===== src/rtl/seg_pkg.sv =====
// Shared constants for the 7-segment scanner.
// Segment patterns are 7-bit GFEDCBA, active-low (0 = segment lit).
// clog2 sizes the prescaler and scan-index counters.
package seg_pkg;

  localparam logic [6:0] SEG_0   = 7'h40;
  localparam logic [6:0] SEG_1   = 7'h79;
  localparam logic [6:0] SEG_2   = 7'h24;
  localparam logic [6:0] SEG_3   = 7'h30;
  localparam logic [6:0] SEG_4   = 7'h19;
  localparam logic [6:0] SEG_5   = 7'h12;
  localparam logic [6:0] SEG_6   = 7'h02;
  localparam logic [6:0] SEG_7   = 7'h78;
  localparam logic [6:0] SEG_8   = 7'h00;
  localparam logic [6:0] SEG_9   = 7'h10;
  localparam logic [6:0] SEG_A   = 7'h08;
  localparam logic [6:0] SEG_B   = 7'h03;
  localparam logic [6:0] SEG_C   = 7'h46;
  localparam logic [6:0] SEG_D   = 7'h21;
  localparam logic [6:0] SEG_E   = 7'h06;
  localparam logic [6:0] SEG_F   = 7'h0E;
  localparam logic [6:0] SEG_OFF = 7'h7F;
  localparam logic [7:0] DP_ONLY = 8'h7F;

  // Smallest r with 2**r >= v.
  function automatic int clog2(input int v);
    int r;
    r = 0;
    for (int i = 0; i < 31; i++)
      if ((1 << i) < v) r = i + 1;
    return r;
  endfunction

endpackage


===== src/rtl/hex_to_seg.sv =====
// Combinational nibble to 7-segment decoder (full hex, 0..F).
// Ports:
//   nib  in  4  hex value
//   seg  out 7  GFEDCBA pattern, active-low
module hex_to_seg
  import seg_pkg::*;
(
  input  logic [3:0] nib,
  output logic [6:0] seg
);

  always_comb begin
    seg = SEG_OFF;
    unique case (nib)
      4'h0: seg = SEG_0;
      4'h1: seg = SEG_1;
      4'h2: seg = SEG_2;
      4'h3: seg = SEG_3;
      4'h4: seg = SEG_4;
      4'h5: seg = SEG_5;
      4'h6: seg = SEG_6;
      4'h7: seg = SEG_7;
      4'h8: seg = SEG_8;
      4'h9: seg = SEG_9;
      4'hA: seg = SEG_A;
      4'hB: seg = SEG_B;
      4'hC: seg = SEG_C;
      4'hD: seg = SEG_D;
      4'hE: seg = SEG_E;
      4'hF: seg = SEG_F;
      default: seg = SEG_OFF;
    endcase
  end

endmodule


===== src/rtl/seg_scan_ctrl.sv =====
// N-digit multiplexed 7-segment scanner.
// Each digit slot lasts P_PRESCALE clocks; the first P_BLANK clocks of a slot
// keep every anode off to stop ghosting between digits. The displayed value is
// a snapshot taken at the end of each frame, so a frame never mixes old and
// new digits. Leading zeros can be blanked; a blanked digit with its DP
// requested still lights the DP alone.
// Optional macro SEG_DIM_EN adds input bright[3:0]: during the active phase
// the anode is on only while pre[3:0] <= bright (needs P_PRESCALE >= 16).
// Ports:
//   clk         in   clock
//   rst_n       in   synchronous reset, active-low
//   digits      in   4*P_DIGITS, nibble k = digit k, digit 0 rightmost
//   dp          in   P_DIGITS decimal-point requests, 1 = lit
//   lzb_en      in   1 = blank leading zeros (not snapshotted)
//   bright      in   4-bit brightness (SEG_DIM_EN only)
//   ano         out  P_DIGITS anodes, active-low, registered
//   cat         out  {DP,G,F,E,D,C,B,A}, active-low, registered
//   frame_tick  out  one-cycle pulse when slot 0 begins
module seg_scan_ctrl
  import seg_pkg::*;
#(
  parameter int P_DIGITS   = 4,
  parameter int P_PRESCALE = 2048,
  parameter int P_BLANK    = 64
) (
  input  logic                  clk,
  input  logic                  rst_n,
  input  logic [4*P_DIGITS-1:0] digits,
  input  logic [P_DIGITS-1:0]   dp,
  input  logic                  lzb_en,
`ifdef SEG_DIM_EN
  input  logic [3:0]            bright,
`endif
  output logic [P_DIGITS-1:0]   ano,
  output logic [7:0]            cat,
  output logic                  frame_tick
);

  localparam int PW = clog2(P_PRESCALE);
  localparam int IW = (P_DIGITS > 1) ? clog2(P_DIGITS) : 1;
  localparam logic [PW-1:0] PRE_MAX = PW'(P_PRESCALE - 1);
  localparam logic [IW-1:0] IDX_MAX = IW'(P_DIGITS - 1);

  logic [PW-1:0]         pre;
  logic [IW-1:0]         idx;
  logic [4*P_DIGITS-1:0] snap;
  logic [P_DIGITS-1:0]   snap_dp;

  logic wrap, frame_end;
  assign wrap      = (pre == PRE_MAX);
  assign frame_end = wrap && (idx == IDX_MAX);

  // Prescaler, scan index, frame snapshot.
  always_ff @(posedge clk) begin
    if (!rst_n) begin
      pre        <= '0;
      idx        <= '0;
      snap       <= '0;
      snap_dp    <= '0;
      frame_tick <= 1'b0;
    end else begin
      frame_tick <= frame_end;
      if (wrap) begin
        pre <= '0;
        idx <= (idx == IDX_MAX) ? '0 : idx + 1'b1;
      end else begin
        pre <= pre + 1'b1;
      end
      if (frame_end) begin
        snap    <= digits;
        snap_dp <= dp;
      end
    end
  end

  logic [3:0] cur_nib;
  logic [6:0] cur_seg;
  logic       cur_dp;
  assign cur_nib = snap[idx*4 +: 4];
  assign cur_dp  = snap_dp[idx];

  hex_to_seg u_dec (
    .nib (cur_nib),
    .seg (cur_seg)
  );

  // zero_from[k] = nibbles k..P_DIGITS-1 of the snapshot are all zero.
  logic [P_DIGITS:0] zero_from;
  always_comb begin
    zero_from = '0;
    zero_from[P_DIGITS] = 1'b1;
    for (int k = P_DIGITS - 1; k >= 0; k--)
      zero_from[k] = (snap[k*4 +: 4] == 4'h0) && zero_from[k+1];
  end

  logic lz_blank;
  assign lz_blank = lzb_en && (idx != '0) && zero_from[idx];

  logic blank_ph;
  generate
    if (P_BLANK == 0) begin : g_noblank
      assign blank_ph = 1'b0;
    end else begin : g_blank
      assign blank_ph = (pre < PW'(P_BLANK));
    end
  endgenerate

  logic dim_on;
`ifdef SEG_DIM_EN
  assign dim_on = (pre[3:0] <= bright);
`else
  assign dim_on = 1'b1;
`endif

  logic [P_DIGITS-1:0] ano_d;
  logic [7:0]          cat_d;
  always_comb begin
    ano_d = '1;
    cat_d = 8'hFF;
    if (!blank_ph && dim_on) begin
      if (lz_blank) begin
        // Blanked digit keeps anode off unless its DP must be shown.
        if (cur_dp) begin
          ano_d[idx] = 1'b0;
          cat_d      = DP_ONLY;
        end
      end else begin
        ano_d[idx] = 1'b0;
        cat_d      = {~cur_dp, cur_seg};
      end
    end
  end

  always_ff @(posedge clk) begin
    if (!rst_n) begin
      ano <= '1;
      cat <= 8'hFF;
    end else begin
      ano <= ano_d;
      cat <= cat_d;
    end
  end

endmodule

===== config.mk =====
export PLATFORM = sky130hd
export DESIGN_NAME = seg_scan_ctrl
export DESIGN_NICKNAME = d
export VERILOG_FILES = /design/src/rtl/seg_pkg.sv /design/src/rtl/hex_to_seg.sv /design/src/rtl/seg_scan_ctrl.sv
export SDC_FILE = /design/constraint.sdc
export NUM_CORES = 1
export LEC_CHECK = 0
export CORE_UTILIZATION = 46
export CTS_CLUSTER_SIZE = 10
export DETAILED_ROUTE_END_ITERATION = 6
export HOLD_SLACK_MARGIN = 0.1
export PLACE_DENSITY = 0.76
export SLEW_MARGIN = 30
export SYNTH_ARGS = -nofsm -noshare
export SYNTH_HDL_FRONTEND = slang
export SYNTH_SLANG_ARGS = --single-unit

===== constraint.sdc =====
create_clock -name clk -period 4.8 [get_ports clk]
set_input_delay 0.48 -clock clk [delete_from_list [all_inputs] [get_ports clk]]
set_output_delay 0.48 -clock clk [all_outputs]
set_load 0.005 [all_outputs]

==> results.json <==
{
  "status": "completed",
  "nets": 270,
  "hp-class": "reg -> reg",
  "cp-end-kind": "register",
  "hold_violations": 0,
  "path_clk_slew_ns": 0.09,
  "multi_input_area_um2": 1159,
  "ioPinCount": 36,
  "grt_use_total_pct": 17.64,
  "dieArea_um2": 5023,
  "diodes": 0,
  "synth_ff_type": "dfxtp_1",
  "cts_hold_buffers": 0,
  "grt_start_max_net_pins": 22,
  "cts_tree": "yes",
  "grt_pass1_vias": 1482,
  "synth_enable_flop_cells": 0,
  "clk_path_buf_depth": 2,
  "place_inst": 280,
  "cp_max_fo": 17,
  "cts_sinks": 46,
  "yosysWarnings": 0,
  "async_flop_share_pct": 0,
  "slowest_delay_ns": 0.79,
  "start_kind": "register",
  "critical_path_required_ns": 5.03,
  "cpMaxStageDelayCell": "dfxtp_1",
  "drc_errors": 0,
  "cts_buffers": 5,
  "start_util_pct": 49.10,
  "synth_largest_area_cell": "dfxtp_1",
  "syn_area_um2": 2182,
  "core_um2": 4444,
  "routed_wl_um": 4099,
  "setup_tns_ns": 0,
  "clk_latency_ns": 0.30,
  "crit_arrival_ns": 2.79,
  "grt.overflow.total": 0,
  "dieHeight_um": 70.88,
  "synth_area_per_cell_um2": 10.80,
  "drv_cap": 0,
  "setup_violations": 0,
  "ant_nets": 0,
  "drive_gt1_share_pct": 9.322,
  "area_growth_pct": 20.93,
  "root_buffer": "clkbuf_8",
  "register_area_um2": 920.9,
  "crit_type": "reg -> reg",
  "slew_viol_final": 0,
  "period_needed_ns": 2.562,
  "tightest_slew_ns": 0.8989,
  "leakagePower_nw": 0.9685,
  "grt_antenna_before_repair": 0,
  "synth-seq-cells": 46,
  "rows": 24,
  "period_share_pct": 53.38,
  "gp_congestion": 0.8163,
  "yosys.cell_types.count": 43,
  "fillers": 390,
  "ys_seq_area_share_pct": 42.20,
  "grt_pass1_wl_um": 6920,
  "cts_setup_buffers": 0,
  "initialDrtViolationCount": 98,
  "hpwl_um": 2949,
  "viasPerCell": 5.646,
  "final_cells": 288,
  "htreeDepth": 2,
  "synth_fp_nets": 237,
  "dieWidth_um": 70.88,
  "skew_ns": 0.007982,
  "via_count": 1626,
  "ir_worst_vdd_mv": 0.1769,
  "portBuffers": 35,
  "cts_resized": 0,
  "synthTopCellsByArea": "dfxtp_1, a22o_1, ha_1, mux4_2, mux2i_1",
  "path_cells": "inv_1 > ha_1 > or4b_4 > a2111oi_4 > a21oi_2 > o211ai_1",
  "drt_first_pass_iters": 6,
  "syn_inst": 202,
  "rsz0062_at_grt": "false",
  "yosys.area.top_type_share_pct": 42.20,
  "post_drt_wl_per_cell_um": 14.23,
  "power_density_nw_per_um2": 265.0,
  "fmax_mhz": 390.3,
  "worst_slew_margin_rel_pct": 39.72
}
[kinds of logic after synthesis]
family | count (synthesis) | synth area share (%)
flops | 46 | 42.20
simple gates | 60 | 16.06
mux | 15 | 9.920
fa+ha+maj | 12 | 6.881
xor+xnor | 12 | 4.816
compound gates | 40 | 15.42
buf+inv | 17 | 4.702
[cell usage after synthesis, types with 5 or more instances]
cell	number
dfxtp_1	46
a22o_1	20
nand2_1	17
ha_1	12
nor2_1	12
inv_1	8
mux2i_1	7
xnor2_1	7
and2_1	6
mux4_2	5
xor2_1	5
[sequential cells by signal, summed over array words and instances, names as in the netlist]
name	cells
idx	2
snap	16
snap_dp	4
frame_tick	1
ano	4
pre	11
cat	8
[worst max-delay path: cells and delay by family (launching register included)]
family	cells	cell delay, ns
simple gates	1	0.49
buf+inv	1	0.28
compound gates	3	0.66
fa+ha+maj	1	0.27
flops	1	0.79
[per-layer routing]
layer  part of all wire (%)  vias to the layer above  track usage (%)  routed length, um
li1                       -                      803                -                  -
met1                     49                      748            25.54               2003
met2                     44                       66            25.64               1801
met3                    5.4                        9            3.989                220
met4                    1.8                        0            6.667                 74
met5                      0                        -                0                  0
[report_power, final]
part | internal [mW] | switching [mW] | total [mW]
logic | 0.0181 | 0.00879 | 0.0269
clock network | 0.155 | 0.132 | 0.287
registers | 0.383 | 0.00229 | 0.386
total | 0.556 | 0.143 | 0.699
[cells in the final DEF, fill, tap and decap left out, types with 2 or more instances in the layout]
cell | netlist | routed
dfxtp_1 | 46 | 46
clkdlybuf4s50_1 | 0 | 35
a22o_1 | 20 | 20
nand2_1 | 17 | 17
nor2_1 | 12 | 12
ha_1 | 12 | 12
inv_1 | 8 | 8
xnor2_1 | 7 | 7
mux2i_1 | 7 | 7
and2_1 | 6 | 6
mux4_2 | 5 | 5
xor2_1 | 5 | 5
clkbuf_8 | 0 | 5
nand3_1 | 4 | 4
nand4_1 | 3 | 3
or4_1 | 3 | 3
nor3_1 | 3 | 3
o21ai_1 | 3 | 3
o221ai_1 | 3 | 3
o21ai_0 | 2 | 2
a31oi_1 | 2 | 2
o21a_1 | 2 | 2
and3_1 | 2 | 2
mux2_1 | 2 | 2
o211ai_1 | 2 | 2
clkinvlp_4 | 0 | 2
[area by class of cell]
type	count	share of cell area (%)
Inverter	8	1.138
Timing Repair Buffer	35	13.28
Tap cell	52	2.466
Clock buffer	5	2.608
Multi-Input combinational cell	139	43.91
Clock inverter	3	1.707
Sequential cell	46	34.90
[per-stage QoR]
stage | hold slack (ns) | worst slack, ns | utilization, % | total power [mW] | cell area [um^2]
after detailed placement | 0.4648 | 2.256 | 56.81 | 0.4219 | 2525
after global placement | 0.4431 | 2.327 | 56.81 | 0.4215 | 2525
after CTS | 0.4848 | 2.230 | 59.38 | 0.7052 | 2639
after floorplan | 0.4261 | 2.639 | - | 0.4030 | 2182
final | 0.4774 | 2.238 | 59.38 | 0.6993 | 2639
after global routing | 0.4918 | 2.020 | 59.38 | 0.7229 | 2639
[path summary, 6_finish.rpt]
| path | startpoint | end | slack (ns) | cells past startpoint |
|---|---|---|---|---|
| worst max-delay path | idx[0] | cat[3] | 2.24 | 6 |
| worst min-delay path | pre[0] | pre[0] | 0.48 | 1 |
| worst max register to register | idx[0] | cat[3] | 2.24 | 6 |
| worst min register to register | pre[0] | pre[0] | 0.48 | 1 |
No activity file was read; power rests on OpenSTA's default activity.
